<file path="config.mk">
export PLATFORM = sky130hd
export DESIGN_NAME = regfile_wb_arbiter_flat
export DESIGN_NICKNAME = d
export VERILOG_FILES = /design/src/rtl/regfile_wb_arbiter_if.sv /design/src/rtl/regfile_wb_arbiter.sv /design/src/flat_wrapper.sv
export SDC_FILE = /design/constraint.sdc
export NUM_CORES = 1
export LEC_CHECK = 0
export BUFFER_PORTS_ARGS = -buffer_cell sky130_fd_sc_hd__buf_4
export CORE_AREA = 8 8 132 134
export CTS_CLUSTER_SIZE = 40
export DETAILED_ROUTE_END_ITERATION = 7
export DIE_AREA = 0 0 140 142
export GPL_ROUTABILITY_DRIVEN = 1
export PLACE_DENSITY_LB_ADDON = 0.25
export SETUP_SLACK_MARGIN = 0.3
export SLEW_MARGIN = 25
export SYNTH_ARGS = -nofsm -noshare
export SYNTH_HDL_FRONTEND = slang
export SYNTH_SLANG_ARGS = --single-unit
</file>
<file path="constraint.sdc">
create_clock -name clk -period 8.1 [get_ports clk]
set_input_delay 0.81 -clock clk [delete_from_list [all_inputs] [get_ports clk]]
set_output_delay 0.81 -clock clk [all_outputs]
set_load 0.1 [all_outputs]
</file>
<file path="src/rtl/regfile_wb_arbiter_if.sv">
// Writeback request, register-file write, issue and hazard-query signals of regfile_wb_arbiter.
// The arbiter uses the slave modport and its environment uses the master modport.
interface regfile_wb_arbiter_if #(
  parameter int NREQ = 3,
  parameter int XLEN = 32,
  parameter int AW   = 5
);
  logic [NREQ-1:0]      req_valid;
  logic [NREQ-1:0]      req_ready;
  logic [NREQ*AW-1:0]   req_rd;
  logic [NREQ*XLEN-1:0] req_wdata;
  logic                 rf_we;
  logic [AW-1:0]        rf_rd;
  logic [XLEN-1:0]      rf_wdata;
  logic                 issue_valid;
  logic [AW-1:0]        issue_rd;
  logic [AW-1:0]        rs1;
  logic [AW-1:0]        rs2;
  logic                 rs1_busy;
  logic                 rs2_busy;
  logic [AW:0]          pending_cnt;

  modport slave (
    input  req_valid, req_rd, req_wdata, issue_valid, issue_rd, rs1, rs2,
    output req_ready, rf_we, rf_rd, rf_wdata, rs1_busy, rs2_busy, pending_cnt
  );

  modport master (
    output req_valid, req_rd, req_wdata, issue_valid, issue_rd, rs1, rs2,
    input  req_ready, rf_we, rf_rd, rf_wdata, rs1_busy, rs2_busy, pending_cnt
  );
endinterface

</file>
<file path="src/rtl/regfile_wb_arbiter.sv">
// Shares the register-file write port among NREQ sources (1-cycle accept-to-write, no output stall)
// and tracks pending destination registers; WB_ARB_RR_EN selects round-robin over fixed priority.
module regfile_wb_arbiter #(
  parameter int NREQ = 3,
  parameter int XLEN = 32,
  parameter int AW   = 5
) (
  input  logic                 clk,
  input  logic                 rst,
  regfile_wb_arbiter_if.slave  bus
);
  localparam int IW   = (NREQ > 2) ? 2 : 1;
  localparam int NREG = 1 << AW;

  logic [IW-1:0]   gidx;
  logic            gany;
  logic [IW-1:0]   cand;
  logic [NREQ-1:0] grant;
  logic [AW-1:0]   sel_rd;
  logic [XLEN-1:0] sel_wdata;

  logic            we_q;
  logic [AW-1:0]   rd_q;
  logic [XLEN-1:0] wdata_q;

  logic [NREG-1:0] pending;
  logic [NREG-1:0] pend_nxt;
  logic [AW:0]     cnt_q;
  logic [AW:0]     cnt_nxt;

`ifdef WB_ARB_RR_EN
  logic [IW-1:0] ptr;

  always_ff @(posedge clk or posedge rst) begin
    if (rst) begin
      ptr <= '0;
    end else if (gany) begin
      ptr <= (int'(gidx) == NREQ - 1) ? '0 : gidx + 1'b1;
    end
  end
`else
  localparam logic [IW-1:0] ptr = '0;
`endif

  // Walk the candidates from the farthest to the nearest so the last hit is the one closest to ptr.
  always_comb begin
    gany = 1'b0;
    gidx = '0;
    cand = '0;
    for (int k = NREQ - 1; k >= 0; k--) begin
      cand = IW'((int'(ptr) + k) % NREQ);
      if (bus.req_valid[cand]) begin
        gany = 1'b1;
        gidx = cand;
      end
    end
  end

  assign grant         = gany ? (NREQ'(1) << gidx) : '0;
  assign bus.req_ready = rst ? '0 : grant;
  assign sel_rd        = bus.req_rd[int'(gidx)*AW +: AW];
  assign sel_wdata     = bus.req_wdata[int'(gidx)*XLEN +: XLEN];

  always_ff @(posedge clk or posedge rst) begin
    if (rst) begin
      we_q    <= 1'b0;
      rd_q    <= '0;
      wdata_q <= '0;
    end else if (gany) begin
      we_q    <= (sel_rd != '0);
      rd_q    <= sel_rd;
      wdata_q <= sel_wdata;
    end else begin
      we_q    <= 1'b0;
    end
  end

  // Issue set is applied after the writeback clear so a same-register collision stays pending.
  always_comb begin
    pend_nxt = pending;
    if (we_q) begin
      pend_nxt[rd_q] = 1'b0;
    end
    if (bus.issue_valid) begin
      pend_nxt[bus.issue_rd] = 1'b1;
    end
    pend_nxt[0] = 1'b0;
    cnt_nxt = '0;
    for (int r = 0; r < NREG; r++) begin
      cnt_nxt = cnt_nxt + {{AW{1'b0}}, pend_nxt[r]};
    end
  end

  always_ff @(posedge clk or posedge rst) begin
    if (rst) begin
      pending <= '0;
      cnt_q   <= '0;
    end else begin
      pending <= pend_nxt;
      cnt_q   <= cnt_nxt;
    end
  end

  assign bus.rf_we       = we_q;
  assign bus.rf_rd       = rd_q;
  assign bus.rf_wdata    = wdata_q;
  assign bus.rs1_busy    = pending[bus.rs1];
  assign bus.rs2_busy    = pending[bus.rs2];
  assign bus.pending_cnt = cnt_q;
endmodule

</file>
<file path="src/flat_wrapper.sv">
// flat-port wrapper written by rule: the top's interface ports become plain ports
module regfile_wb_arbiter_flat 
#(
  parameter int NREQ = 3,
  parameter int XLEN = 32,
  parameter int AW   = 5
)
  (clk, rst, bus_req_valid, bus_req_rd, bus_req_wdata, bus_issue_valid, bus_issue_rd, bus_rs1, bus_rs2, bus_req_ready, bus_rf_we, bus_rf_rd, bus_rf_wdata, bus_rs1_busy, bus_rs2_busy, bus_pending_cnt);
  regfile_wb_arbiter_if #(.NREQ(NREQ), .XLEN(XLEN), .AW(AW)) bus_i ();
  input  logic clk;
  input  logic rst;
  input wire logic [$bits(bus_i.req_valid)-1:0] bus_req_valid;
  input wire logic [$bits(bus_i.req_rd)-1:0] bus_req_rd;
  input wire logic [$bits(bus_i.req_wdata)-1:0] bus_req_wdata;
  input wire logic [$bits(bus_i.issue_valid)-1:0] bus_issue_valid;
  input wire logic [$bits(bus_i.issue_rd)-1:0] bus_issue_rd;
  input wire logic [$bits(bus_i.rs1)-1:0] bus_rs1;
  input wire logic [$bits(bus_i.rs2)-1:0] bus_rs2;
  output wire logic [$bits(bus_i.req_ready)-1:0] bus_req_ready;
  output wire logic [$bits(bus_i.rf_we)-1:0] bus_rf_we;
  output wire logic [$bits(bus_i.rf_rd)-1:0] bus_rf_rd;
  output wire logic [$bits(bus_i.rf_wdata)-1:0] bus_rf_wdata;
  output wire logic [$bits(bus_i.rs1_busy)-1:0] bus_rs1_busy;
  output wire logic [$bits(bus_i.rs2_busy)-1:0] bus_rs2_busy;
  output wire logic [$bits(bus_i.pending_cnt)-1:0] bus_pending_cnt;
  assign bus_i.req_valid = bus_req_valid;
  assign bus_i.req_rd = bus_req_rd;
  assign bus_i.req_wdata = bus_req_wdata;
  assign bus_i.issue_valid = bus_issue_valid;
  assign bus_i.issue_rd = bus_issue_rd;
  assign bus_i.rs1 = bus_rs1;
  assign bus_i.rs2 = bus_rs2;
  assign bus_req_ready = bus_i.req_ready;
  assign bus_rf_we = bus_i.rf_we;
  assign bus_rf_rd = bus_i.rf_rd;
  assign bus_rf_wdata = bus_i.rf_wdata;
  assign bus_rs1_busy = bus_i.rs1_busy;
  assign bus_rs2_busy = bus_i.rs2_busy;
  assign bus_pending_cnt = bus_i.pending_cnt;
  regfile_wb_arbiter #(.NREQ(NREQ), .XLEN(XLEN), .AW(AW)) u_core (.clk(clk), .rst(rst), .bus(bus_i));
endmodule
</file>
==> results.md, run 1 <==
* Vias in the first global route at 4732
* FF-to-FF path depth at 19
* Wire length of the first global-routing pass at 25600 um
* First drt pass iteration count at 4
* Status: complete, no violations
* Setup TNS Final at 0 ns
* Final nets at 807
* Syn_nets at 643
* Hold-fix buffers, CTS at 0
* Die ar. at 19900 sq um
* Max Clock Skew at 0.00769 ns
* GR met2 Demand/Resource at 0.270
* Port Buffers at 180
* Initial antenna violation count at 0
* DR vias/cell at 5.34
* Root buffer cell: clkbuf_16
* Clock Path Buffers at 2
* Fin. Hold Viols at 0
* I/O Pins at 181
* RSZ-0062 raised after global routing: false
* Core area at 15400 sq um
* Setup violators final at 0
* EDFF count, synth at 0
* Post-synthesis cell count at 479
* WP data required at 8.32 ns
* Clock latency of the later-clocked register in the worst-skew pair at 0.33 ns
* Die Width at 140 um
* Met3 usage at 0.0443
* Vias at 4487
* Row cnt at 46
* Startpoint types: primary input
* CTS tree: yes
* Proportion of layout cells with a drive suffix above 1 at 0.323
* Final hold slack at 0.507 ns
* Initial core utilization at 0.311
* Minimum clock period at 6.03 ns
* HPWL Detailed at 12800 um
* Syn Area/Cell at 10.0 sq um
* Period utilization at 0.744
* Ys flop type: dfrtp_1
* Worst endpoint data arrival time at 6.24 ns
* Tightest Pin Transition at 0.632 ns
* CP Capture Type: flop
* Gpl congestion at 0.887
* Hold Path Depth at 2
* Register area share after synthesis at 0.391
* Max cap viols at 0
* Min-delay worst type: flop to flop
* Distinct cells, synth at 41
* Met1 Resource Use GR at 0.202
* Post-Route WL at 16000 um
* Largest net degree at the start of global routing at 70
* Initial drt markers at 230
* GRT Overall Usage at 0.163
* Synth async-reset ratio at 1.00
* CP Class: primary input to flop
* Commonest non-fill, non-tap cells in the layout: 183 x buf_4, 79 x o21ai_0, 75 x dfrtp_1
* N_diodes at 0
* GR Overflow Total at 0
* Synth Cell Area at 4800 sq um
* DR DRC count at 0
* Antenna Violating Nets Remaining at 0
* Yosys reg bits at 75
* CTS Buf Count at 9
* Rel. slew slack at 0.579
* CTS sink cnt at 75
* Yosys warns at 0
* Most common cell after layout, fill and taps aside: buf_4
* Maximum operating frequency at 0.166 GHz
* Post-CTS setup buffers at 0
* CTS resizes at 0
* Avg WL per Cell at 19.1 um
* Max-slew violations at 0
* Layout area overhead at 35.9%
* Grt peak-use layer: met2
* Fillcell total at 1501
* Worst-path clk slew at 0.06 ns
* H-tree depth at 3
* CP max FO at 10
* Die Span Y at 142 um
## layout make-up
cell class              instances  area, sq um  share of cell area
repair buffers                183         1370               0.211
inverters                      38          143              0.0219
well taps                     192          240              0.0368
clock buffers                  10          229              0.0351
clock inverters                 6         41.3             0.00633
flip-flops and latches         75         1880               0.288
multi-input cells             336         2620               0.402
## metal layers
layer / vias up / share of wire
met4: 0 / 0.017
met2: 201 / 0.49
met3: 20 / 0.076
met5: - / 0
li1: 2095 / -
met1: 2171 / 0.42
## path summary, 6_finish.rpt
kind                                         start                   endpoint  slack, ns
max                                bus_issue_rd[0]  u_core.bus.pending_cnt[4]       2.07
min                        u_core.bus.rf_wdata[16]    u_core.bus.rf_wdata[16]       0.51
max reg2reg                    u_core.bus.rf_rd[2]  u_core.bus.pending_cnt[4]       2.10
min reg2reg                u_core.bus.rf_wdata[16]    u_core.bus.rf_wdata[16]       0.51
max in group asynchronous                      rst          u_core.pending[4]       6.50
min in group asynchronous                      rst    u_core.bus.rf_wdata[28]       0.57
## kinds of logic (layout without fill, tap and decap cells)
logic type / count (synthesis) / count (layout) / share of synthesized area
mux: 24 / 24 / 0.0665
xor+xnor: 3 / 3 / 0.00548
fa+ha+maj: 32 / 32 / 0.119
buf+inv: 68 / 237 / 0.0636
compound gates: 205 / 205 / 0.270
simple gates: 72 / 72 / 0.0842
flops: 75 / 75 / 0.391
## worst max-delay path: stages
cell and delay [ns]:
buf_4 0.12, nand3b_1 0.37, o21ai_0 0.40, ha_1 0.31, fa_1 0.51, fa_1 0.54, fa_1 0.52, fa_1 0.55
inv_1 0.06, fa_1 0.56, fa_1 0.42, inv_1 0.07, ha_1 0.17, inv_1 0.06, fa_1 0.40, inv_1 0.07
a21o_1 0.10, a21oi_1 0.07, xnor2_1 0.13
## state kept, by name (all words and copies together) (netlist names)
signal,flops
u_core.bus.rf_we,1
u_core.bus.rf_wdata,32
u_core.bus.pending_cnt,6
u_core.pending,31
u_core.bus.rf_rd,5
## metrics by stage
step                utilization  cells  setup slack [ns]  cell area, sq um
finish                    0.423    840              2.07              6520
global route              0.423    840              1.78              6520
CTS                       0.423    840              2.09              6520
detailed placement        0.405    824              1.77              6250
global placement          0.405    824              1.88              6250
floorplan                     -    479              1.96              4800
## cells in the mapped netlist, drive strengths merged (3+ instances only)
cell type / instances / area, sq um
a22oi: 70 / 526
nand2b: 6 / 37.5
a21oi: 8 / 40.0
o21a: 12 / 90.1
or3b: 4 / 35.0
dfrtp: 75 / 1880
o21ai: 95 / 475
mux2i: 18 / 180
o32a: 3 / 30.0
nand3: 12 / 60.1
nand3b: 10 / 75.1
fa: 23 / 460
buf: 21 / 129
xnor2: 3 / 26.3
o22a: 5 / 43.8
nor2: 11 / 41.3
mux4: 6 / 139
ha: 9 / 113
nand2: 15 / 56.3
nor2b: 5 / 31.3
inv: 38 / 143
clkbuf: 9 / 33.8
Power of run 1 is not shown: default switching activity piles up to over one toggle a cycle in this logic, so the estimate is an artifact.
==> run 2, diff against run 1 <==
==> constraint.sdc (replaced) <==
create_clock -name clk -period 5.3 [get_ports clk]
set_input_delay 0.53 -clock clk [delete_from_list [all_inputs] [get_ports clk]]
set_output_delay 0.53 -clock clk [all_outputs]
set_load 0.1 [all_outputs]
==> run 2 against run 1 <==
Compared with the run above: the flow now finishes with violations (setup timing); first-iteration DRC count rose by 87%; final cell count rose by 10%; sequential share of layout area shrank 3.2 points; critical path depth stayed put; non-clock buffer count grew 84.
==> results.md, run 2 (synthesized netlist as in run 1, its figures left out) <==
* Fin cells at 924
* Row cnt at 46
* CP Capture Type: flop
* Fin. Hold Viols at 0
* Status: finished, violations left
* Tightest Pin Transition at 0.694 ns
* Die ar. at 19900 sq um
* Min-delay worst type: primary input to asynchronous set/reset pin
* Max-slew violations at 0
* Reg2reg end: u_core.bus.pending_cnt[4]
* DR DRC count at 0
* Max Clock Skew at 0.00711 ns
* Worst Setup Slack, final at -0.106 ns
* Fillcell total at 1438
* Multi-input gate area at 2670 sq um
* Internal reg-to-reg setup slack at -0.11 ns
* H-tree depth at 3
* Die Width at 140 um
* DR vias/cell at 5.36
* Vias in the first global route at 5177
* Max reg flops at 32
* HPWL Detailed at 13300 um
* CTS tree: yes
* Proportion of layout cells with a drive suffix above 1 at 0.425
* Root buffer cell: clkbuf_16
* Commonest non-fill, non-tap cells in the layout: 230 x buf_4, 70 x a22oi_1, 69 x dfrtp_1
* RSZ-0062 raised after global routing: true
* GR Overflow Total at 0
* Initial drt markers at 430
* Most common cell after layout, fill and taps aside: buf_4
* Gpl congestion at 0.897
* CP max FO at 7
* Worst endpoint data arrival time at 5.63 ns
* Maximum operating frequency at 0.185 GHz
* CP Class: flop to flop
* Wire length of the first global-routing pass at 27600 um
* Max cap viols at 0
* Startpoint types: flop
* Period utilization at 1.02
* Dpl cells at 870
* Minimum clock period at 5.41 ns
* Rel. slew slack at 0.537
* CTS sink cnt at 75
* CTS Buf Count at 9
* Initial core utilization at 0.311
* Post-Route WL at 18100 um
* Clock latency of the later-clocked register in the worst-skew pair at 0.34 ns
* I/O Pins at 181
* Die Span Y at 142 um
* N_diodes at 0
* Clock Path Buffers at 2
* First drt pass iteration count at 7
* Worst-path clk slew at 0.06 ns
* FF-to-FF path depth at 19
* R2R Path Start: u_core.bus.rf_rd[2]
* Register cell area after layout at 1880 sq um
* Setup violators final at 4
* GRT Overall Usage at 0.176
* Core area at 15400 sq um
* Antenna Violating Nets Remaining at 0
* Layout area overhead at 53.6%
* Avg WL per Cell at 19.6 um
* WP data required at 5.52 ns
* Port Buffers at 180
* Vias at 4956
* Largest net degree at the start of global routing at 76
* Fin util at 0.478
* Final nets at 891
* Initial antenna violation count at 0
* Violations in the final reports: setup timing
## run 2: area by class of cell
type,instances,share of cell area
sequential,75,0.256
clock inverter,4,0.00679
tap,192,0.0326
multi-input combinational,336,0.362
timing repair buffer,267,0.291
inverter,38,0.0193
clock buffer,12,0.0334
## run 2: how the worst max path moves through the flow
stage / start / end / cells past startpoint
2_1_floorplan: u_core.bus.rf_rd[3] / u_core.bus.pending_cnt[5] / 18
3_3_place_gp: bus_issue_rd[3] / u_core.bus.pending_cnt[4] / 21
3_5_place_dp: bus_issue_rd[3] / u_core.bus.pending_cnt[4] / 21
4_1_cts: u_core.bus.rf_rd[2] / u_core.bus.pending_cnt[4] / 22
5_1_grt: u_core.bus.rf_rd[2] / u_core.bus.pending_cnt[4] / 21
6_report: u_core.bus.rf_rd[2] / u_core.bus.pending_cnt[4] / 19
## run 2: metrics by stage
stage                     instance area, sq um  hold slack (ns)  setup slack, ns  setup TNS (ns)
after detailed placement                  6630            0.493           -0.268          -0.984
after CTS                                 7260            0.421          -0.0800          -0.171
after floorplan                           4840            0.508           -0.263          -0.765
after global placement                    6620            0.489           -0.199          -0.632
final                                     7370            0.394           -0.106          -0.223
after global routing                      7370            0.430           -0.329           -1.18
## run 2: layer usage
layer	vias to the layer above	GRT usage	wire, um
met1	2408	0.197	6760
met3	46	0.0537	1290
met4	0	0.0651	533
li1	2264	-	-
met5	-	0	0
met2	238	0.312	9480
## run 2: critical path: stages (launching register included)
cell and delay, ns:
dfrtp_2 0.45, or3_4 0.43, o21ai_2 0.15, o21ai_2 0.09, ha_1 0.31, fa_1 0.45
fa_1 0.51, fa_1 0.43, fa_1 0.50, inv_1 0.05, fa_1 0.49, fa_1 0.42
inv_1 0.07, ha_2 0.18, inv_2 0.05, fa_2 0.35, inv_1 0.06, a21o_1 0.12
a21oi_2 0.05, xnor2_1 0.12
## run 2: what timing repair did
item | in CTS | in global routing
pin swaps | 1 | 3
hold buffers | 0 | 0
setup endpoints to repair | 5 | 6
gates resized for setup | 20 | 32
setup buffers | 36 | 2
cloned | 0 | 0
Power of run 2 is left out for the same reason.
==> run 3, diff against run 2 <==
--- a/config.mk
+++ b/config.mk
@@ -13,6 +13,7 @@
 export GPL_ROUTABILITY_DRIVEN = 1
 export PLACE_DENSITY_LB_ADDON = 0.25
 export SETUP_SLACK_MARGIN = 0.3
+export SKIP_CTS_REPAIR_TIMING = 1
 export SLEW_MARGIN = 25
 export SYNTH_ARGS = -nofsm -noshare
 export SYNTH_HDL_FRONTEND = slang
==> run 3 against run 2 <==
Compared with the run above: hold slack improved by 0.016 ns; critical path type unchanged; fmax grew 0.43%; via count down 6.7%; register-to-register slack improved by 0.02 ns; highest routed layer unchanged; the run still ends with setup timing left; final cell count is 3.9% lower; non-clock buffer count shrank 36; utilization is 2.6 points lower.
==> results.md, run 3 (synthesized netlist as in run 1, its figures left out) <==
* Final Cell Area at 6970 sq um
* Die ar. at 19900 sq um
* Status: finished, violations left
* Avg WL per Cell at 18.4 um
* Setup violators final at 2
* CTS Buf Count at 9
* Tightest Pin Transition at 0.692 ns
* Max-slew violations at 0
* Gpl congestion at 0.897
* Startpoint types: flop
* Layout area overhead at 45.3%
* CP max FO at 7
* Max Clock Skew at 0.00475 ns
* GR Overflow Total at 0
* Port Buffers at 180
* Initial antenna violation count at 0
* Initial drt markers at 278
* DR vias/cell at 5.20
* Period utilization at 1.02
* Fillcell total at 1497
* Initial core utilization at 0.311
* Commonest non-fill, non-tap cells in the layout: 229 x buf_4, 70 x a22oi_1, 69 x dfrtp_1
* CP Class: flop to flop
* Clock Path Buffers at 2
* Post-Route WL at 16400 um
* Max reg flops at 32
* Worst-path clk slew at 0.06 ns
* WP data required at 5.51 ns
* Fin. Hold Viols at 0
* Post-place instance area at 6630 sq um
* Clock latency of the later-clocked register in the worst-skew pair at 0.33 ns
* Root buffer cell: clkbuf_16
* Setup TNS Final at -0.126 ns
* Rel. slew slack at 0.539
* Worst Setup Slack, final at -0.0826 ns
* I/O Pins at 181
* Worst endpoint data arrival time at 5.60 ns
* Maximum operating frequency at 0.186 GHz
* Violations in the final reports: setup timing
* CTS sink cnt at 75
* Vias at 4622
* Placement Setup Slack at -0.268 ns
* Minimum clock period at 5.38 ns
* Most common cell after layout, fill and taps aside: buf_4
* Highest metal used: met4
* GRT Overall Usage at 0.164
* Wire length of the first global-routing pass at 25800 um
* Met2 wire length at 8450 um
* Die Width at 140 um
* Largest net degree at the start of global routing at 76
* N_diodes at 0
* RSZ-0062 raised after global routing: true
* CP Capture Type: flop
* Die Span Y at 142 um
* Vias in the first global route at 4841
* H-tree depth at 3
* Antenna Violating Nets Remaining at 0
* First drt pass iteration count at 5
* Max cap viols at 0
* Row cnt at 46
* CTS tree: yes
* Min-delay worst type: primary input to asynchronous set/reset pin
* Proportion of layout cells with a drive suffix above 1 at 0.397
* Core area at 15400 sq um
* Metal-1 WL at 6470 um
* Final nets at 855
* DR DRC count at 0
* Met3 Wirelength at 1030 um
* HPWL Detailed at 13300 um
## run 3: cell count changes in the layout (fill, tap and decap cells not counted), sizes merged
cell / previous run / this run
buf: 267 / 231
## run 3: layer usage
metal	up-vias	global-route usage
met3	30	0.0446
li1	2195	-
met5	-	0
met1	2223	0.191
met4	0	0.0703
met2	174	0.280
## run 3: through the flow
stage	util	cells	hold WS, ns
floorplan	-	479	0.508
global placement	0.429	870	0.489
detailed placement	0.430	870	0.493
CTS	0.449	886	0.421
global route	0.452	888	0.436
finish	0.452	888	0.410
## run 3: layout make-up
cell class / instances / area [sq um] / area share
multi-input cells: 336 / 2670 / 0.383
flip-flops and latches: 75 / 1880 / 0.270
repair buffers: 231 / 1740 / 0.250
clock buffers: 12 / 246 / 0.0353
well taps: 192 / 240 / 0.0345
inverters: 38 / 143 / 0.0205
clock inverters: 4 / 50.0 / 0.00718
## run 3: path summary, 6_finish.rpt
kind                                   startpoint                         to  slack [ns]  depth (start not counted)
max                           u_core.bus.rf_rd[2]  u_core.bus.pending_cnt[4]       -0.08                         19
min in group clk                bus_req_wdata[19]    u_core.bus.rf_wdata[19]        0.44                          3
max reg2reg                   u_core.bus.rf_rd[2]  u_core.bus.pending_cnt[4]       -0.08                         19
max in group asynchronous                     rst           u_core.bus.rf_we        4.41                          3
min                                           rst    u_core.bus.rf_wdata[22]        0.41                          3
min reg2reg                u_core.bus.rf_wdata[5]     u_core.bus.rf_wdata[5]        0.50                          2
## run 3: critical path: stages (launching register included)
cell and delay [ns]:
dfrtp_2 0.46, or3_4 0.43, o21ai_2 0.14, o21ai_2 0.08, ha_1 0.30, fa_1 0.45
fa_1 0.51, fa_1 0.42, fa_1 0.50, inv_1 0.05, fa_1 0.49, fa_1 0.42
inv_1 0.07, ha_2 0.18, inv_2 0.04, fa_2 0.35, inv_1 0.06, a21o_1 0.12
a21oi_2 0.05, xnor2_1 0.12
Power of run 3 is left out for the same reason.
